File: src/rtl/grn_if.sv
// Sample stream bundle between the Gaussian generator and its consumer.
// The driver side owns control and seeding; the generator side owns the data.
interface grn_if;
  logic        en;
  logic [31:0] seed;
  logic        seed_load;
  logic        ready;
  logic [31:0] dout;
  logic        valid;

  modport master (
    output en, seed, seed_load, ready,
    input  dout, valid
  );

  modport slave (
    input  en, seed, seed_load, ready,
    output dout, valid
  );
endinterface

File: src/rtl/grn_gen.sv
// CLT Gaussian generator: 6 xorshift32 lanes, 5-stage sum-and-pack pipe.
// Optional ramp override of the S3 value: GRN_TEST_PATTERN_EN.
module grn_gen #(
  parameter logic [31:0] SEED_DEFAULT = 32'h0000_0001,
  parameter logic [31:0] LANE_MIX     = 32'h9E37_79B9
) (
  input  logic clk,
  input  logic reset,
`ifdef GRN_TEST_PATTERN_EN
  input  logic test_en,
`endif
  grn_if.slave bus
);

  localparam logic [19:0] OFFSET = 20'h6_0000;

  function automatic logic [31:0] lane_seed(
    input logic [31:0] s,
    input logic [2:0]  i
  );
    logic [31:0] x;
    x = s ^ (LANE_MIX * {29'b0, i});
    return (x == 32'h0) ? 32'h1 : x;
  endfunction

  function automatic logic [31:0] xs_step(
    input logic [31:0] x
  );
    logic [31:0] y;
    y = x ^ (x << 13);
    y = y ^ (y >> 17);
    y = y ^ (y << 5);
    return y;
  endfunction

  logic [31:0] lane [6];

  logic [15:0] u1 [12];
  logic        v1;
  logic [16:0] p2 [6];
  logic        v2;
  logic [19:0] s3;
  logic        v3;
  logic        sg4;
  logic [18:0] m4;
  logic [4:0]  e4;
  logic        z4;
  logic        v4;
  logic [31:0] dout_q;
  logic        v5;

`ifdef GRN_TEST_PATTERN_EN
  logic [19:0] ramp;
  logic [19:0] ramp_nxt;
  logic        t1;
  logic        t2;
  logic [19:0] r1;
  logic [19:0] r2;
`endif

  logic        advance;
  logic [19:0] total;
  logic [19:0] v_nxt;
  logic        neg;
  logic [18:0] mag;
  logic [4:0]  pos;
  logic [22:0] mant;
  logic [7:0]  expo;
  logic [31:0] packed_f;

  assign advance   = bus.ready | ~v5;
  assign bus.dout  = dout_q;
  assign bus.valid = v5;

`ifdef GRN_TEST_PATTERN_EN
  // ramp walks -6.0 .. +5.75 in quarter steps
  assign ramp_nxt = (ramp == 20'h5_C000) ? 20'hA_0000
                                         : ramp + 20'h0_4000;
`endif

  always_comb begin
    total = '0;
    for (int k = 0; k < 6; k++) begin
      total = total + {3'b0, p2[k]};
    end
    v_nxt = total - OFFSET;
`ifdef GRN_TEST_PATTERN_EN
    if (t2) v_nxt = r2;
`endif
  end

  always_comb begin
    neg = s3[19];
    mag = neg ? 19'(-s3) : s3[18:0];
    pos = '0;
    for (int k = 0; k < 19; k++) begin
      if (mag[k]) pos = 5'(k);
    end
  end

  always_comb begin
    mant = 23'({5'b0, m4} << (5'd23 - e4));
    expo = 8'd111 + {3'b0, e4};
    packed_f = z4 ? 32'h0 : {sg4, expo, mant};
  end

  always_ff @(posedge clk) begin
    if (reset) begin
      for (int k = 0; k < 6; k++) begin
        lane[k] <= lane_seed(SEED_DEFAULT, 3'(k));
      end
      {v1, v2, v3, v4, v5} <= '0;
      dout_q <= 32'h0;
`ifdef GRN_TEST_PATTERN_EN
      ramp <= '0;
`endif
    end else if (bus.seed_load) begin
      for (int k = 0; k < 6; k++) begin
        lane[k] <= lane_seed(bus.seed, 3'(k));
      end
      {v1, v2, v3, v4, v5} <= '0;
`ifdef GRN_TEST_PATTERN_EN
      ramp <= '0;
`endif
    end else if (advance) begin
      v1 <= bus.en;
      v2 <= v1;
      v3 <= v2;
      v4 <= v3;
      v5 <= v4;
      if (bus.en) begin
        for (int k = 0; k < 6; k++) begin
          u1[2*k]   <= lane[k][31:16];
          u1[2*k+1] <= lane[k][15:0];
          lane[k]   <= xs_step(lane[k]);
        end
`ifdef GRN_TEST_PATTERN_EN
        t1   <= test_en;
        r1   <= ramp;
        ramp <= ramp_nxt;
`endif
      end
      if (v1) begin
        for (int k = 0; k < 6; k++) begin
          p2[k] <= {1'b0, u1[2*k]} + {1'b0, u1[2*k+1]};
        end
`ifdef GRN_TEST_PATTERN_EN
        t2 <= t1;
        r2 <= r1;
`endif
      end
      if (v2) s3 <= v_nxt;
      if (v3) begin
        sg4 <= neg;
        m4  <= mag;
        e4  <= pos;
        z4  <= (s3 == 20'h0);
      end
      if (v4) dout_q <= packed_f;
    end
  end

endmodule

File: src/flat_wrapper.sv
// flat-port wrapper written by rule: the top's interface ports become plain ports
module grn_gen_flat 
#(
  parameter logic [31:0] SEED_DEFAULT = 32'h0000_0001,
  parameter logic [31:0] LANE_MIX     = 32'h9E37_79B9
)
  (clk, reset, bus_en, bus_seed, bus_seed_load, bus_ready, bus_dout, bus_valid);
  grn_if bus_i ();
  input  logic clk;
  input  logic reset;
  input wire logic [$bits(bus_i.en)-1:0] bus_en;
  input wire logic [$bits(bus_i.seed)-1:0] bus_seed;
  input wire logic [$bits(bus_i.seed_load)-1:0] bus_seed_load;
  input wire logic [$bits(bus_i.ready)-1:0] bus_ready;
  output wire logic [$bits(bus_i.dout)-1:0] bus_dout;
  output wire logic [$bits(bus_i.valid)-1:0] bus_valid;
  assign bus_i.en = bus_en;
  assign bus_i.seed = bus_seed;
  assign bus_i.seed_load = bus_seed_load;
  assign bus_i.ready = bus_ready;
  assign bus_dout = bus_i.dout;
  assign bus_valid = bus_i.valid;
  grn_gen #(.SEED_DEFAULT(SEED_DEFAULT), .LANE_MIX(LANE_MIX)) u_core (.clk(clk), .reset(reset), .bus(bus_i));
endmodule
File: config.mk
export PLATFORM = sky130hd
export DESIGN_NAME = grn_gen_flat
export DESIGN_NICKNAME = d
export VERILOG_FILES = /design/src/rtl/grn_if.sv /design/src/rtl/grn_gen.sv /design/src/flat_wrapper.sv
export SDC_FILE = /design/constraint.sdc
export NUM_CORES = 1
export LEC_CHECK = 0
export CAP_MARGIN = 20
export CORE_UTILIZATION = 55
export CTS_CLUSTER_SIZE = 40
export DETAILED_ROUTE_END_ITERATION = 12
export PLACE_DENSITY = 0.73
export SLEW_MARGIN = 25
export SYNTH_ARGS = -nofsm -noshare
export SYNTH_HDL_FRONTEND = slang
export SYNTH_SLANG_ARGS = --single-unit
File: constraint.sdc
create_clock -name clk -period 9.25 [get_ports clk]
set_input_delay 1.85 -clock clk [delete_from_list [all_inputs] [get_ports clk]]
set_output_delay 1.85 -clock clk [all_outputs]
set_load 0.01 [all_outputs]
==> flow_metrics.tcl, run 1 <==
set metrics [dict create \
    outcome "finished, final reports clean" \
    crit_type "register to register" \
    drive_above_1_share_pct 5.90 \
    synth_seq_area_share_pct 54.1 \
    clk_latency_ns 0.65 \
    min_period_ns 5.68 \
    area_growth_pct 11.8 \
    async_flop_share_pct 0 \
    ant_nets 0 \
    yosys.area.top_type "edfxtp_1" \
    synth_edf_count 532 \
    timing.final.ws_setup_ns 3.57 \
    post_cts_resized 0 \
    via_count 20300 \
    dr.pass1.iters 5 \
    gp_congestion 1.02 \
    max_stage_delay_ns 0.71 \
    ys_ff_latch 569 \
    hold_class "register to register" \
    crit_path_end_kind "register" \
    power_density_nw_per_um2 202 \
    synth_cells 2547 \
    grt_use_met1_pct 39.1 \
    worst_path_max_delay_cell "o41ai_1" \
    grt_pass1_vias 19700 \
    worstPathMaxFanout 4 \
    seqPwrFrac_pct 45.5 \
    die_x_um 239 \
    drv_slew 0 \
    finalCritPeriodShare_pct 61.5 \
    ys.flop_type "edfxtp_1" \
    cp_data_required_time_ns 9.70 \
    path_delay_family "compound AO/OA/AOI/OAI gates" \
    nets 2859 \
    drt-initial-drc-count 2111 \
    p_int_w 0.00506 \
    r2r-end "u_core.s3[19]$_DFFE_PP_" \
    fmaxAchievable_mhz 176 \
    postCtsHoldBufs 0 \
    use_met2_pct 43.4 \
    post-route-drc-count 0 \
    grt_pass1_wl_mm 119 \
    slew_headroom_pct 25.6 \
    io_buffers 69 \
    postCtsSetupBuffers 0 \
    p_sw_share_pct 27.5 \
    synth_common_cells "edfxtp_1 (532), xnor2_1 (366), a21oi_1 (198)" \
    p_comb_share_pct 17.9 \
    core-area_um2 55300 \
    cp_common_cell "fa_1" \
    cp_cell_sequence "ha_1 -> inv_1 -> fa_1 -> nor2b_1 -> o21ai_0 -> a21oi_1 -> o21a_1 -> nor2_1 -> xnor2_1 -> fa_1 -> fa_1 -> inv_1 -> fa_1 -> inv_1 -> ha_1 -> o21ai_0 -> o2bb2ai_1 -> a31oi_1 -> o41ai_1 -> a31o_2 -> o21ai_0 -> a21o_1 -> o22ai_1" \
    clkSinkCount 569 \
    numCtsBuffers 59 \
    leakage_nw 12.4 \
    tightest_slew_ns 1.12 \
    hold_viol_final 0 \
    yosysMostFrequentCell "edfxtp_1" \
    path_clk_slew_ns 0.06 \
    finalClockSkew_ns 0.0575 \
    cp-start-kind "register" \
    hold_start "u_core.bus.dout[18]$_SDFFE_PP0P_" \
    hold_ws_ns 0.463 \
    yosys_warnings 0 \
    setup_viol 0 \
    via_per_inst 5.92 \
    grt_max_degree 152 \
    drv_cap 0 \
    ios 70 \
    syn_avg_cell_area_um2 12.1 \
    cts-root-buf "clkbuf_16" \
    final.setup.tns_ns 0 \
    busiest_layer "met2" \
    rsz0062_at_grt "no" \
    synth_top_area_share_pct 51.7 \
    htreeDepth 2 \
    hold_end "u_core.bus.dout[18]$_SDFFE_PP0P_" \
    synthesis.area_um2 30900 \
    wire_per_inst_um 23.1 \
    switching_power_w 0.00192 \
    hold_depth 2 \
    grt.overflow.total 0 \
    rr_worst_depth 23 \
    instances_no_fill 3425 \
    clockBufferDepth 3 \
    preCtsSetupSlack_ns 3.63 \
    initial_core_util_pct 55.9 \
    peakVddDrop_mv 0.187 \
    finalWirelength_mm 79.2 \
    antenna_found_initial 1 \
    grt_use_met3_pct 4.41 \
    reg2reg_slack_ns 3.57 \
    hpwl_mm 60.3 \
    die-area_um2 57100 \
    num_rows 86 \
    synth_nets 2781 \
    dp_cells 3311 \
    die-height_um 239 \
    ys_types 76 \
    reg2reg_from "u_core.p2[1][0]$_DFFE_PP_" \
    pwr-share-clk_pct 36.7 \
    worstPathArrival_ns 6.13 \
    cts_tree "done" \
    path_buf_inv 3 \
    synthTopCellsByArea "edfxtp_1 (52%), xnor2_1 (10%), ha_1 (5.7%), fa_1 (3.7%), xor2_1 (3.5%)" \
    grt_usage_pct 28.1 \
]
-- placed cells by master, fill, tap and decap left out, drive strengths merged, types with 13 or more instances in the layout --
cell type and n:
nor2 139, a21oi 198, a22oi 21, dfxtp 37
nand2b 43, a21boi 29, mux2i 14, clkinv 26
buf 15, and2 15, o21a 29, and3 15
edfxtp 532, nor4 14, fa 57, clkdlybuf4s50 69
a211oi 13, a21o 26, nand2 116, nor2b 23
a31oi 16, nand3 18, inv 150, nor3 32
or3 19, xor2 125, clkbuf 68, ha 140
o21ai 167, xnor2 367
-- kinds of logic after synthesis --
kind of cell	share of synthesized area [%]
compound gates	11.2
flops	54.1
xor+xnor	14.0
simple gates	7.33
buf+inv	2.67
fa+ha+maj	9.36
mux	1.40
-- through the flow --
step / util [%] / power, W / instance area [um^2]
4_1_cts: 62.4 / 0.00698 / 34500
3_3_place_gp: 58.6 / 0.00440 / 32400
5_1_grt: 62.4 / 0.00723 / 34500
6_report: 62.5 / 0.00698 / 34500
2_1_floorplan: - / 0.00411 / 30900
3_5_place_dp: 58.6 / 0.00443 / 32400
-- power by group through the flow --
stage	Clock (W)	Sequential [W]	Combinational, W
6_report	0.00256	0.00318	0.00125
2_1_floorplan	0	0.00315	0.000964
3_3_place_gp	0	0.00322	0.00119
5_1_grt	0.00269	0.00318	0.00136
4_1_cts	0.00258	0.00317	0.00123
3_5_place_dp	0	0.00322	0.00121
-- area by class of cell --
cell class                 instances  area, um^2
fill                            4250       20800
sequential                       569       16700
multi-input combinational       1763       13400
clock buffer                      68        1550
tap                              748         936
timing repair buffer              84         811
inverter                         148         563
clock inverter                    44         562
antenna                            1        2.50
-- metal layers --
metal  up-vias  wire (um)
met5         -          0
met4         0       3790
met3       170       6640
met2       927      35800
met1      9823      32900
li1       9345          -
-- registers in the layout, indices dropped and copies added, names as in the netlist --
name              count
u_core.bus.valid      1
u_core.v1             1
u_core.e4             5
u_core.s3            20
u_core.v4             1
u_core.p2           102
u_core.m4            19
u_core.v2             1
u_core.u1           192
u_core.lane         192
u_core.z4             1
u_core.v3             1
u_core.sg4            1
u_core.bus.dout      32
-- worst min-delay path, stage by stage (launching register included) --
cell     delay, ns
dfxtp_1       0.31
nand2_1       0.05
a21oi_1       0.05
-- worst max path at each step --
stage                     slack, ns                        end                       from  cells after the start
after floorplan                0.35  u_core.u1[0][0]$_DFFE_PP_                      reset                      6
after global placement         3.65    u_core.s3[19]$_DFFE_PP_  u_core.p2[1][0]$_DFFE_PP_                     23
after detailed placement       3.63    u_core.s3[19]$_DFFE_PP_  u_core.p2[1][0]$_DFFE_PP_                     23
after CTS                      3.58    u_core.s3[19]$_DFFE_PP_  u_core.p2[1][0]$_DFFE_PP_                     23
after global routing           3.19    u_core.s3[19]$_DFFE_PP_  u_core.p2[1][0]$_DFFE_PP_                     23
final                          3.57    u_core.s3[19]$_DFFE_PP_  u_core.p2[1][0]$_DFFE_PP_                     23
No activity file was read; power rests on OpenSTA's default activity.
==> run 2: changes to the inputs <==
--- a/config.mk
+++ b/config.mk
@@ -9,7 +9,7 @@
 export CORE_UTILIZATION = 55
 export CTS_CLUSTER_SIZE = 40
 export DETAILED_ROUTE_END_ITERATION = 12
-export PLACE_DENSITY = 0.73
+export PLACE_DENSITY = 0.7
 export SLEW_MARGIN = 25
 export SYNTH_ARGS = -nofsm -noshare
 export SYNTH_HDL_FRONTEND = slang
==> constraint.sdc (replaced) <==
create_clock -name clk -period 5.68 [get_ports clk]
set_input_delay 1.136 -clock clk [delete_from_list [all_inputs] [get_ports clk]]
set_output_delay 1.136 -clock clk [all_outputs]
set_load 0.01 [all_outputs]
==> run 2 against run 1 <==
Non-clock buffer count rose by 11; sequential share of layout area barely moved; via count barely moved; register-to-register slack got worse by 3.2 ns; final area barely moved; combinational power rose by 67%; clock skew fell by 0.035 ns; sequential power rose by 61%; global-route usage rose by 0.33 points; sequential cell count did not move; routed wire length rose by 1.9%.
==> flow_metrics.tcl, run 2 (synthesized netlist as in run 1, its figures left out) <==
set metrics [dict create \
    die_x_um 239 \
    postCtsHoldBufs 0 \
    post-route-drc-count 0 \
    pwr-share-clk_pct 34.6 \
    num_rows 86 \
    fmaxAchievable_mhz 187 \
    die-height_um 239 \
    p_total_w 0.0110 \
    gp_congestion 0.914 \
    finalClockSkew_ns 0.0222 \
    finalCritPeriodShare_pct 94.2 \
    p_sw_share_pct 27.9 \
    timing.final.ws_setup_ns 0.327 \
    largestRegisters "u_core.lane x192, u_core.u1 x192, u_core.p2 x102" \
    initial_core_util_pct 55.9 \
    cp_data_required_time_ns 6.03 \
    area_growth_pct 11.7 \
    outcome "finished, final reports clean" \
    drt-initial-drc-count 1968 \
    grt.overflow.total 0 \
    antenna_found_initial 0 \
    tightest_slew_ns 1.25 \
    seqPwrFrac_pct 46.5 \
    via_per_inst 5.90 \
    switching_power_w 0.00308 \
    hold_ws_ns 0.466 \
    wire_per_inst_um 23.5 \
    min_period_ns 5.35 \
    ios 70 \
    drv_cap 0 \
    clk_latency_ns 0.64 \
    grt_pass1_wl_mm 120 \
    mostFrequentLayoutCell "edfxtp_1" \
    postCtsSetupBuffers 0 \
    p_comb_share_pct 18.9 \
    hold_class "register to register" \
    dr.pass1.iters 5 \
    die-area_um2 57100 \
    preCtsSetupSlack_ns 0.123 \
    via_count 20300 \
    hpwl_mm 60.8 \
    core-area_um2 55300 \
    worstPathMaxFanout 5 \
    leakage_nw 12.4 \
    drive_above_1_share_pct 6.33 \
    fin_util_pct 62.4 \
    p_int_w 0.00795 \
    io_buffers 69 \
    worstPathArrival_ns 5.70 \
    grt_usage_pct 28.4 \
    path_clk_slew_ns 0.06 \
    drv_slew 0 \
    final_cell_mix "edfxtp_1 (532), xnor2_1 (365), a21oi_1 (196)" \
    cts_tree "done" \
    final.setup.tns_ns 0 \
    nets 2871 \
    crit_path_end_kind "register" \
    finalWirelength_mm 80.6 \
    power_density_nw_per_um2 319 \
    ant_nets 0 \
    peakVddDrop_mv 0.289 \
    post_cts_resized 0 \
    slew_headroom_pct 16.8 \
    nFillCells 4317 \
    cts-root-buf "clkbuf_16" \
    clockBufferDepth 3 \
    cp-start-kind "register" \
    grt_max_degree 161 \
    hold_viol_final 0 \
    clkSinkCount 569 \
    setup_viol 0 \
    crit_type "register to register" \
    htreeDepth 2 \
    numCtsBuffers 60 \
    grt_pass1_vias 19600 \
]
==> run 2: cell count changes in the layout (fill, tap and decap cells not counted), sizes merged <==
cell | previous run | this run
clkinvlp | 6 | 4
buf | 15 | 26
inv | 150 | 151
clkbuf | 68 | 67
bufinv | 10 | 4
clkinv | 26 | 34
==> run 2: metrics by stage <==
stage | area [um^2] | instances
6_report | 34500 | 3436
5_1_grt | 34500 | 3435
4_1_cts | 34400 | 3433
3_5_place_dp | 32500 | 3321
3_3_place_gp | 32500 | 3321
2_1_floorplan | 30900 | 2547
==> run 2: final cells by class <==
| type | count | area (um^2) | share of cell area (%) |
|---|---|---|---|
| inverters | 148 | 563 | 1.63 |
| repair buffers | 95 | 931 | 2.70 |
| diodes | 1 | 2.50 | 0.00725 |
| multi-input cells | 1763 | 13500 | 39.0 |
| flip-flops and latches | 569 | 16700 | 48.4 |
| clock buffers | 67 | 1530 | 4.43 |
| well taps | 748 | 936 | 2.71 |
| clock inverters | 45 | 377 | 1.09 |
==> run 2: final timing paths <==
kind	start	to	slack, ns	depth (start not counted)
hold / removal	u_core.bus.dout[5]$_SDFFE_PP0P_	u_core.bus.dout[5]$_SDFFE_PP0P_	0.47	2
hold reg to reg	u_core.bus.dout[5]$_SDFFE_PP0P_	u_core.bus.dout[5]$_SDFFE_PP0P_	0.47	2
setup reg to reg	u_core.p2[1][0]$_DFFE_PP_	u_core.s3[19]$_DFFE_PP_	0.33	24
setup / recovery	u_core.p2[1][0]$_DFFE_PP_	u_core.s3[19]$_DFFE_PP_	0.33	24
==> run 2: per-layer routing <==
layer	vias up	share of wire, %	GRT usage, %
met4	0	5.0	13.2
met2	789	46	45.3
met1	9948	42	38.8
met5	-	0	0
li1	9363	-	-
met3	175	6.5	3.71
==> run 2: critical path, stage by stage, from the launching register on <==
cell and delay, ns:
edfxtp_1 0.33, ha_1 0.18, inv_1 0.06, fa_1 0.41, nor2b_2 0.15, o21ai_2 0.07, a21oi_2 0.21, o21ba_2 0.21
a31oi_2 0.12, a21oi_1 0.16, nor2_1 0.07, xnor2_1 0.17, fa_1 0.46, fa_1 0.49, inv_1 0.05, fa_1 0.47
inv_1 0.05, ha_2 0.38, a21o_1 0.18, a31oi_1 0.08, o21a_1 0.20, a31o_2 0.23, o21ai_1 0.17, a21o_1 0.11
o22ai_1 0.07
==> run 2: power by group through the flow <==
stage                     Sequential (W)  Clock (W)  Combinational (W)
after floorplan                  0.00512          0            0.00157
after global placement           0.00520          0            0.00198
after detailed placement         0.00521          0            0.00203
after CTS                        0.00512    0.00385            0.00206
after global routing             0.00514    0.00401            0.00227
final                            0.00513    0.00381            0.00209
